===== config.mk =====
export PLATFORM = sky130hd
export DESIGN_NAME = sr_bus_arbiter
export DESIGN_NICKNAME = d
export VERILOG_FILES = /design/src/rtl/sr_bus_arbiter.sv
export SDC_FILE = /design/constraint.sdc
export NUM_CORES = 1
export LEC_CHECK = 0
export CAP_MARGIN = 10
export CORE_ASPECT_RATIO = 1.4
export CORE_MARGIN = 4
export CORE_UTILIZATION = 44
export CTS_BUF_LIST = sky130_fd_sc_hd__clkbuf_8 sky130_fd_sc_hd__clkbuf_16
export CTS_CLUSTER_DIAMETER = 80
export DETAILED_ROUTE_END_ITERATION = 8
export PLACE_DENSITY = 0.79
export SETUP_SLACK_MARGIN = 0.3
export SYNTH_ARGS = -nofsm -noshare
export SYNTH_HDL_FRONTEND = slang
export SYNTH_SLANG_ARGS = --single-unit

===== constraint.sdc =====
create_clock -name clk -period 2.5 [get_ports clk]
set_input_delay 0.75 -clock clk [delete_from_list [all_inputs] [get_ports clk]]
set_output_delay 0.75 -clock clk [all_outputs]
set_load 0.03 [all_outputs]

===== src/rtl/sr_bus_arbiter.sv =====
// Arbiter for the shared 8-bit uio bus: TX/RX requesters alternate fairly,
// bursts are capped, and every direction change inserts idle turnaround cycles.
module sr_bus_arbiter #(
  parameter int TURN_CYC  = 2,
  parameter int MAX_BURST = 8
) (
  input  logic       clk,
  input  logic       rst_n,
  input  logic       ena,
  input  logic       tx_req,
  input  logic [7:0] tx_data,
  input  logic       tx_last,
  output logic       tx_ack,
  input  logic       rx_req,
  input  logic [7:0] bus_in,
  output logic       rx_valid,
  output logic [7:0] rx_data,
  output logic [7:0] bus_out,
  output logic [7:0] bus_oe,
  output logic       busy
);

  localparam int CW = $clog2(MAX_BURST + 1);
  localparam int TW = $clog2(TURN_CYC + 1);

  typedef enum logic [1:0] {IDLE, TURN, TX, RX} state_e;

  // dir: 1 = bus driven (OUT), 0 = bus sampled (IN); last_grant: 1 = TX, 0 = RX
  state_e        state_q, state_d;
  logic          dir_q, dir_d;
  logic          last_grant_q, last_grant_d;
  logic [TW-1:0] turn_q, turn_d;
  logic [CW-1:0] burst_q, burst_d;
  logic [7:0]    bus_out_q, bus_out_d;
  logic [7:0]    bus_oe_q, bus_oe_d;
  logic          rx_valid_q, rx_valid_d;
  logic [7:0]    rx_data_q, rx_data_d;
  logic          winner;

  always_comb begin
    state_d      = state_q;
    dir_d        = dir_q;
    last_grant_d = last_grant_q;
    turn_d       = turn_q;
    burst_d      = burst_q;
    bus_out_d    = bus_out_q;
    bus_oe_d     = bus_oe_q;
    rx_valid_d   = 1'b0;
    rx_data_d    = rx_data_q;
    tx_ack       = 1'b0;
    winner       = last_grant_q;

    if (!ena) begin
      state_d  = IDLE;
      bus_oe_d = 8'h00;
      dir_d    = 1'b0;
    end else begin
      case (state_q)
        IDLE: begin
          bus_oe_d = {8{dir_q}};
          if (tx_req || rx_req) begin
            // on a tie the side that did not hold the last grant wins
            winner       = (tx_req && rx_req) ? ~last_grant_q : tx_req;
            last_grant_d = winner;
            burst_d      = '0;
            if (winner == dir_q) begin
              state_d = winner ? TX : RX;
            end else begin
              state_d  = TURN;
              bus_oe_d = 8'h00;
              turn_d   = TW'(TURN_CYC - 1);
            end
          end
        end
        TURN: begin
          bus_oe_d = 8'h00;
          if (turn_q == '0) begin
            dir_d    = last_grant_q;
            burst_d  = '0;
            bus_oe_d = {8{last_grant_q}};
            state_d  = last_grant_q ? TX : RX;
          end else begin
            turn_d = turn_q - 1'b1;
          end
        end
        TX: begin
          bus_oe_d = 8'hFF;
          tx_ack   = tx_req & rst_n;
          if (tx_req) begin
            bus_out_d = tx_data;
            burst_d   = burst_q + 1'b1;
            if (tx_last || burst_q == CW'(MAX_BURST - 1)) state_d = IDLE;
          end else begin
            state_d = IDLE;
          end
        end
        RX: begin
          bus_oe_d = 8'h00;
          if (rx_req) begin
            rx_data_d  = bus_in;
            rx_valid_d = 1'b1;
            burst_d    = burst_q + 1'b1;
            if (burst_q == CW'(MAX_BURST - 1)) state_d = IDLE;
          end else begin
            state_d = IDLE;
          end
        end
        default: state_d = IDLE;
      endcase
    end
  end

  always_ff @(posedge clk) begin
    if (!rst_n) begin
      state_q      <= IDLE;
      dir_q        <= 1'b0;
      last_grant_q <= 1'b0;
      turn_q       <= '0;
      burst_q      <= '0;
      bus_out_q    <= 8'h00;
      bus_oe_q     <= 8'h00;
      rx_valid_q   <= 1'b0;
      rx_data_q    <= 8'h00;
    end else begin
      state_q      <= state_d;
      dir_q        <= dir_d;
      last_grant_q <= last_grant_d;
      turn_q       <= turn_d;
      burst_q      <= burst_d;
      bus_out_q    <= bus_out_d;
      bus_oe_q     <= bus_oe_d;
      rx_valid_q   <= rx_valid_d;
      rx_data_q    <= rx_data_d;
    end
  end

  assign bus_out  = bus_out_q;
  assign bus_oe   = bus_oe_q;
  assign rx_valid = rx_valid_q;
  assign rx_data  = rx_data_q;
  assign busy     = (state_q != IDLE);

endmodule


# Word-level counts from Yosys, hierarchy flattened
# Cells that the tools add are included.
# classes
add_sub_neg	2
bitwise_logic	2
eq_ne	13
n_reduce_logical	16
n_mux	27
# ops
op	count
$pmux 8 s4	1
$mux 8	3
$mux 2	10
$mux 4	4
$pmux 4 s4	1
$ne 2x2->1 const B	6
$reduce_and 3->1	4
$reduce_and 5->1	2
$pmux 2 s4	1
$mux 1	6
$ne 3x3->1 const B	2
$add 4x1->4 const B	1
$eq 2x2->1 const B	2
$eq 4x3->1 const B	1
$logic_not 2->1	2
$pmux 2 s2	1
$reduce_and 2->1	2
$reduce_and 4->1	1
$reduce_bool 2->1	2
$eq 2x1->1 const B	1
$logic_or 1x1->1	2
$sub 2x1->2 const B	1
$and 1x1->1	1
$eq 1x1->1	1
2 further kinds	2
# word_totals
output_inout_bits	27
regBits	35

# Depth between registers and ports, before layout
# depth
depth_word	6
depth_mapped	6

# Worst setup path after synthesis
# No wires, ideal clock.
# synth_path
path_kind	input to output
from	in ena
to	out tx_ack
cell_stages	3
setup_slack_ps	323
path_buffers	1
arrival_ps	1427
required_time_ps	1750
cell_sequence	buf_2 -> nand3_1 -> nor2_1
# synth_via
elab_chain_cells	1
# synth_rtl
element	line	text
start: declaration	9	input logic ena,
$mux 1	53	if (!ena) begin
end: declaration	13	output logic tx_ack,
# No other way between the ends.

# Worst setup path after layout
# layout_path
from	in tx_req
to	out tx_ack
# layout_via
elab_chain_cells	3
# layout_rtl
element	line	text
start: declaration	10	input logic tx_req,
$and 1x1->1	88	tx_ack = tx_req & rst_n;
$mux 1	58	case (state_q)
$mux 1	53	
# No other way between the ends.

==> flow_summary.yaml <==
run_status:
  outcome: "finished clean"
synth:
  synth_cells: 169
  syn_avg_cell_area_um2: 8.03
  synth_top_area_share: 0.413
  synth_nets: 195
  synth.yosys.warnings: 0
  netlist_area_um2: 1360
  synth_top_area_cell: "dfxtp_1"
  synth_area_leaders: "dfxtp_1 41%, nand2_1 11%, a21oi_1 8.8%"
  synth_cell_types: 29
  ys_seq_elements: 28
  ys_seq_area_frac: 0.413
placement:
  io_buffer_count: 48
  post-place-cells: 251
  place_congestion: 0.792
  hpwl_mm: 2.53
detailed_routing:
  drc_errors: 0
  first_pass_iters: 4
  vias: 1294
  wirelength_mm: 3.24
  antenna_left: 0
  drt_iter0_drc: 22
  via_per_inst: 5.07
  drt-wirelength-per-cell_um: 12.7
sta:
  rsz0062_at_grt: "false"
  clock.fmax_ghz: 0.463
  setup_violations: 0
  tightestPinTransition_ns: 0.443
  slew_headroom: 0.702
  hold_violations: 0
  period_needed_ns: 2.16
  setup_tns_ns: 0
  finalCritPeriodShare: 0.864
  slew_viol_final: 0
  fin_skew_ns: 0.00675
setup_path:
  crit_type: "in2out"
  crit_path_end_kind: "primary output"
  arrival_ns: 1.41
  path_max_fanout: 5
  crit_required_ns: 1.75
  cp-start-kind: "input port"
die:
  dieWidth_um: 54.9
  die-area_um2: 4050
  start_util: 0.467
  core_area_um2: 2910
  die_h_um: 73.7
  rows: 23
  ios: 49
clocking:
  cts_setup_buffers: 0
  htreeDepth: 1
  cts_made_buffers: 3
  cts_tree: "built"
  cts-root-buf: "clkbuf_8"
  clkSinkCount: 28
  path_clk_slew_ns: 0.09
  cts_buffer_depth: 2
  clkLatencyLatePin_ns: 0.27
grt:
  grt_util_all_layers: 0.173
  antenna_found_initial: 0
  grt_pass1_wl_mm: 5.28
  grt_pass1_vias: 1297
  grt_max_degree: 22
  grt_overflow_total: 0
power_and_ir_drop:
  power_uw: 992
  intPower_uw: 755
  p_clk_frac: 0.356
  comb_power_share: 0.178
  p_seq_frac: 0.466
  switching_power_uw: 236
  irDropWorstVdd_uv: 350
  swShare: 0.238
  p_leak_uw: 0.000847
  powerDensity_nw_per_um2: 500
cells_and_area:
  area_growth_pct: 46.1
  final_nets: 245
  final_cells: 255
  insertedDiodeCount: 0
  drive_gt1_frac: 0.0917
run:
  maxCapViolCount: 0
hold_path:
  hold_path.class: "reg2reg"
-- power groups by stage --
stage / logic (uW) / registers [uW] / clock network, uW
final: 177 / 462 / 353
after global routing: 190 / 464 / 377
after CTS: 178 / 462 / 355
after detailed placement: 175 / 473 / 0
after global placement: 171 / 472 / 0
after floorplan: 94.6 / 478 / 0
-- path summary, 6_finish.rpt --
check                                                from                 endpoint  slack [ns]  depth (start not counted)
worst max-delay path                               tx_req                   tx_ack        0.34                          5
worst min-delay path              bus_out[4]$_SDFFE_PN0P_  bus_out[4]$_SDFFE_PN0P_        0.46                          2
worst max register to register  last_grant_q$_SDFFE_PN0P_   turn_q[0]$_SDFFE_PN0P_        0.79                          6
worst min register to register    bus_out[4]$_SDFFE_PN0P_  bus_out[4]$_SDFFE_PN0P_        0.46                          2
-- cell usage in the layout, fill, tap and decap left out --
master,instances
nor2_1,9
a21oi_1,24
nand4_1,2
nand3_1,7
mux2i_1,5
a221o_1,1
nor2b_1,2
nand3b_1,2
a221oi_1,1
a41o_1,1
o2111a_1,1
a21bo_1,1
o21ai_0,2
and3_1,1
nand2_1,39
nand2b_1,9
or2_2,1
a21boi_2,1
clkdlybuf4s50_1,37
buf_6,1
clkdlybuf4s15_1,1
buf_4,11
bufinv_16,1
or3_1,1
dlymetal6s2s_1,7
nor3_1,3
dlygate4sd2_1,2
clkbuf_8,3
or3b_1,1
ha_1,4
inv_1,7
dfxtp_1,28
a2111oi_4,1
a221oi_4,1
-- sequential cells by signal (all words and copies together) (netlist names), 2 cells and up --
| signal | flops |
|---|---|
| bus_out | 8 |
| burst_q | 4 |
| turn_q | 2 |
| rx_data | 8 |
| state_q | 2 |
-- repair_timing --
| item | 4_1_cts | 5_1_grt |
|---|---|---|
| endpoints found under the setup margin | 3 | 11 |
| hold buffers | 0 | 0 |
| resized for setup | 6 | 9 |
| pin swaps | 3 | 3 |
-- layout make-up --
| cell class | instances | area (um2) |
|---|---|---|
| clock inverter | 1 | 30.0 |
| fill | 234 | 923 |
| multi-input combinational | 120 | 699 |
| sequential | 28 | 561 |
| timing repair buffer | 59 | 579 |
| clock buffer | 3 | 41.3 |
| inverter | 7 | 26.3 |
| tap | 37 | 46.3 |
-- kinds of logic (layout without fill, tap and decap cells) --
kind of cell | after synthesis | after routing | synth area share
AND/OR/NAND/NOR | 77 | 77 | 0.261
buffers and inverters | 21 | 70 | 0.0839
AO/OA/AOI/OAI | 34 | 34 | 0.169
adder cells (fa/ha/maj) | 4 | 4 | 0.0369
multiplexers | 5 | 5 | 0.0369
flip-flops | 28 | 28 | 0.413
-- per-stage QoR --
| stage | setup slack (ns) | hold slack (ns) | area (um2) | utilization |
|---|---|---|---|---|
| detailed placement | -0.168 | 0.450 | 1880 | 0.646 |
| floorplan | 0.323 | 0.446 | 1360 | - |
| global placement | -0.0463 | 0.442 | 1880 | 0.646 |
| CTS | 0.304 | 0.461 | 1960 | 0.675 |
| finish | 0.340 | 0.457 | 1980 | 0.682 |
| global route | 0.286 | 0.490 | 1980 | 0.682 |
-- Yosys cell counts, drive strengths merged --
library cell and number:
a21boi 1, o2111a 1, nand2b 9, or3 1, a2111oi 1, and3 1, a41o 1, or3b 1
or2 1, nand3 7, nor2 9, a221o 1, buf 10, nand2 39, a21oi 24, nor2b 2
dfxtp 28, nor3 3, nand3b 2, a221oi 2, nand4 2, ha 4, a21bo 1, o21ai 2
clkbuf 4, mux2i 5, inv 7
-- per-layer routing --
layer  track usage  part of all wire
met1         0.170              0.39
met2         0.339              0.55
met3        0.0365             0.055
met4        0.0486            0.0071
met5             0                 0
-- critical path: stages --
cell and delay, ns:
clkdlybuf4s15_1 0.20, buf_6 0.12, nand2b_1 0.07, nor2_1 0.11, buf_4 0.17
(Power assumes the default switching activity.)
==> variant 1: new RTL, same flow settings <==
Re-encode `state_e` (4 states) as Gray code, 2 bits wide.
--- a/src/rtl/sr_bus_arbiter.sv
+++ b/src/rtl/sr_bus_arbiter.sv
@@ -23,7 +23,7 @@
   localparam int CW = $clog2(MAX_BURST + 1);
   localparam int TW = $clog2(TURN_CYC + 1);
 
-  typedef enum logic [1:0] {IDLE, TURN, TX, RX} state_e;
+  typedef enum logic [1:0] {IDLE = 2'b00, TURN = 2'b01, TX = 2'b11, RX = 2'b10} state_e;
 
   // dir: 1 = bus driven (OUT), 0 = bus sampled (IN); last_grant: 1 = TX, 0 = RX
   state_e        state_q, state_d;
Behaviour: no difference found for any inputs over 10 cycles, from zero or initial values and one cycle with rst_n low; not proved beyond that.
==> variant 1 against the original RTL <==
- wire length increased by 8.7%
- largest power group unchanged
- final area shrank 2.3%
- combinational power is 20% lower
- first-iteration DRC count rose by 73%
- cell count rose by 0.39%
- utilization is 2.2 points lower
- area after synthesis rose by 1.2%
- via count up 5.4%
- setup slack improved by 0.0019 ns
- register-to-register slack better by 0.10 ns
- sequential cell count unchanged
- total power down 11%
- critical path depth is 3 higher
==> variant 1: results (changes against the original RTL) <==
Worst setup path
  – CP arrival: 2.33 ns (+0.92 ns)
  – Crit-path max FO: 3 (-2)
  – CP top delay family: compound AO/OA/AOI/OAI gates
  – CP startpoint: rx_req
  – Worst path max stage delay: 0.45 ns (+0.25 ns)
  – Crit path max-delay cell type: clkdlybuf4s50_1
  – Worst setup path end: turn_q[0]
  – End of the worst register-to-register path: turn_q[0]
  – Worst R2R Path Depth: 7 (+1)
  – R2R setup slack: 0.89 ns (+0.10 ns)
  – Reg2reg start: last_grant_q

GRT
  – Largest net degree at the start of global routing: 16 (-27%)
  – First-pass GRT wire length: 5730 um (+8.5%)
  – Global-route usage over all layers: 0.169 (-0.00403)

STA
  – Final setup margin: 0.342 ns (+0.00192 ns)
  – Worst Skew: 0.00281 ns (-0.00394 ns)
  – Least-Margin Pin Slew: 0.425 ns (-0.0181 ns)

Placement
  – Placed cell area: 1870 um2 (-0.20%)
  – GPL Wtd Cong: 0.877 (+11%)
  – Post-DP HPWL: 2800 um (+11%)
  – Placement Setup Slack: 0.0449 ns (+0.213 ns)

Status
  – Outcome: complete, no violations

Logic synthesis
  – Commonest cells post-synth: nand2_1, dfxtp_1, a21oi_1
  – Largest cells by area after synthesis: dfxtp_1, nand2_1, a21oi_1, buf_4, ha_1
  – Netlist cell types: 38 (+31%)
  – Register area share after synthesis: 0.408 (-0.00489)
  – Syn_nets: 198 (+1.5%)

Power and ir drop
  – Leak: 0.809 nW (-4.4%)
  – VDD IR max: 0.374 mV (+6.9%)

Final layout
  – Nets@finish: 246 (+0.41%)
  – Share of layout cells above drive strength 1: 0.114 (+0.0224)

Detailed routing
  – TritonRoute pass-1 iters: 4 (unchanged)
  – Iter 0 DRT Violations: 38 (+73%)
  – Vias per cell: 5.33 (+5.0%)
  – Wire per inst: 13.8 um (+8.2%)

CTS
  – Resized Gates After CTS: 8 (+2)
variant 1: logic make-up (layout without fill, tap and decap cells):
family	Yosys count	count (layout)	share of synthesized area
adder cells (fa/ha/maj)	4	4	0.0364
buffers and inverters	22	69	0.0893
AND/OR/NAND/NOR	78	78	0.255
AO/OA/AOI/OAI	39	39	0.203
multiplexers	1	1	0.00820
flip-flops	28	28	0.408
variant 1: area by class of cell:
class / instances / area (um2) / share of cell area
multi-input combinational: 122 / 696 / 0.359
sequential: 28 / 561 / 0.289
timing repair buffer: 57 / 551 / 0.284
clock buffer: 4 / 55.1 / 0.0284
tap: 37 / 46.3 / 0.0239
inverter: 8 / 30.0 / 0.0155
variant 1: metrics by stage:
stage,utilization,instances
after floorplan,-,172
after global placement,0.638,252
after detailed placement,0.638,252
after CTS,0.656,256
after global routing,0.660,256
final,0.660,256
variant 1: worst min-delay path by stage:
stage          startpoint    endpoint  slack [ns]  cells after the start
3_5_place_dp   rx_data[2]  rx_data[2]        0.45                      2
4_1_cts        rx_data[2]  rx_data[2]        0.46                      2
6_report       rx_data[2]  rx_data[2]        0.46                      2
5_1_grt        rx_data[0]  rx_data[0]        0.48                      2
2_1_floorplan   turn_q[1]   turn_q[1]        0.44                      2
3_3_place_gp   rx_data[1]  rx_data[1]        0.44                      2
variant 1: worst reg2reg max path, delay by kind of cell, from the launching register on:
family,cells,cell delay (ns)
AOI/OAI and AO/OA,3,0.52
and+or+nand+nor,3,0.31
adders and majority gates,1,0.25
DFF,1,0.42
variant 1: layer usage:
layer	part of all wire	GRT usage
met4	0.012	0.0459
met5	0	0
met3	0.060	0.0330
met2	0.56	0.351
met1	0.37	0.168
variant 1: where the power goes:
| group | switching [mW] | internal (mW) |
|---|---|---|
| Sequential | 0.00512 | 0.453 |
| Clock | 0.138 | 0.141 |
| Combinational | 0.0750 | 0.0674 |
| Total | 0.218 | 0.662 |
==> variant 2: new RTL, same flow settings <==
Made on the original files. The parameter `MAX_BURST` goes from 8 to 4.
--- a/src/rtl/sr_bus_arbiter.sv
+++ b/src/rtl/sr_bus_arbiter.sv
@@ -2,7 +2,7 @@
 // bursts are capped, and every direction change inserts idle turnaround cycles.
 module sr_bus_arbiter #(
   parameter int TURN_CYC  = 2,
-  parameter int MAX_BURST = 8
+  parameter int MAX_BURST = 4
 ) (
   input  logic       clk,
   input  logic       rst_n,
Behaviour: not the same (a bounded check fails within 10 cycles, from zero or initial values and one cycle with rst_n low).
==> variant 2 against the original RTL <==
- first-iteration DRC count up 68%
- clock power is 33% lower
- wire length is 0.18% higher
- utilization down 3.0 points
- total power down 16%
- setup slack lost 0.014 ns
- hold slack improved by 0.0022 ns
- via count shrank 3.3%
- area after synthesis decreased by 2.0%
- synthesized cell count decreased by 4.7%
- sequential cell count down 1
- register-to-register slack better by 0.14 ns
- final area fell by 5.4%
- critical path type unchanged
- largest cell class unchanged
==> variant 2: results (changes against the original RTL) <==
Status
  – Outcome: complete, no violations

Final layout
  – Non-clock buffer share: 0.299 (+0.00655)
  – Multi-input gate area: 658 um2 (-5.9%)
  – Non-CTS buffers: 57 (-3.4%)
  – Finished Layout Cells: 241 (-5.5%)
  – Seq Cell Count: 27 (-3.6%)
  – Share of layout cells above drive strength 1: 0.0931 (+0.00139)
  – Multi-input gate count: 109 (-9.2%)
  – Nets@finish: 232 (-5.3%)
  – Final-layout clock-cell area share: 0.0240 (-0.0120)
  – Layout filler cell count: 247 (+5.6%)
  – Fraction of area in multi-input gates: 0.351 (-0.00202)
  – Fraction of area in registers: 0.288 (+0.00535)

GRT
  – First-pass GRT wire length: 5090 um (-3.5%)
  – M3 GR Usage: 0.0184 (-0.0181)
  – Global-route usage over all layers: 0.172 (-0.000935)
  – M1 GR Usage: 0.186 (+0.0151)
  – Vias in the first global route: 1,199 (-7.6%)
  – Largest net degree at the start of global routing: 21 (-4.5%)

Worst setup path
  – R2R setup slack: 0.93 ns (+0.14 ns)
  – Reg2reg start: turn_q[1]
  – Worst path max stage delay: 0.22 ns (+0.02 ns)
  – CP startpoint: ena
  – Worst R2R Path Depth: 5 (-1)
  – End of the worst register-to-register path: turn_q[1]

Placement
  – Placement Setup Slack: -0.0856 ns (+0.0824 ns)
  – Placed cell area: 1810 um2 (-3.6%)
  – Placed Cells: 236 (-6.0%)
  – Post-DP HPWL: 2500 um (-1.3%)

Detailed routing
  – Vias per cell: 5.19 (+2.3%)
  – DR WL met3: 212 um (+18%)
  – Wire per inst: 13.5 um (+6.0%)
  – Metal2 WL: 1770 um (-0.11%)
  – Iter 0 DRT Violations: 37 (+68%)

STA
  – WHS: 0.459 ns (+0.00223 ns)
  – Least-Margin Pin Slew: 0.329 ns (-0.115 ns)
  – Worst Skew: 0.00142 ns (-0.00533 ns)

Power and ir drop
  – VDD IR max: 0.368 mV (+5.1%)
  – Leak: 0.831 nW (-1.8%)

Logic synthesis
  – Largest cells by area after synthesis: dfxtp_1, nand2_1, a21oi_1, ha_1, buf_4
  – Cells after synthesis: 161 (-4.7%)
  – Syn_nets: 188 (-3.6%)
  – Register area share after synthesis: 0.406 (-0.00651)
  – Commonest cells post-synth: nand2_1, dfxtp_1, a21oi_1

Worst hold path
  – Min-delay src: bus_out[2]
  – Hold path endpoint: bus_out[2]

Floorplanning
  – Die width: 54.5 um (-0.87%)

CTS
  – H-tree level count: 1 (unchanged)
## variant 2: changes by cell type in the layout (fill, tap and decap cells not counted), moves of 2 or more
cell	unedited run	this run
nor2_1	9	4
nor3_1	3	1
buf_4	11	9
nand2b_1	9	1
nand3_1	7	1
nor2b_1	2	0
clkdlybuf4s50_1	37	35
a21oi_1	24	20
## variant 2: logic make-up (layout without fill, tap and decap cells)
group | count (synthesis) | after routing | synth area share
buffers and inverters | 25 | 68 | 0.104
muxes | 4 | 4 | 0.0301
DFF | 27 | 27 | 0.406
AOI/OAI and AO/OA | 35 | 35 | 0.175
adders and majority gates | 5 | 5 | 0.0470
and+or+nand+nor | 65 | 65 | 0.237
## variant 2: timing repair
action | CTS | global route
setup buffers | 1 | 0
endpoints found under the setup margin | 5 | 10
hold endpoints to repair | 0 | 0
gates resized for setup | 6 | 11
pin swaps | 2 | 3
## variant 2: power by group
group,internal (mW),switching [mW]
registers,0.438,0.00653
logic,0.0741,0.0799
clock network,0.110,0.126
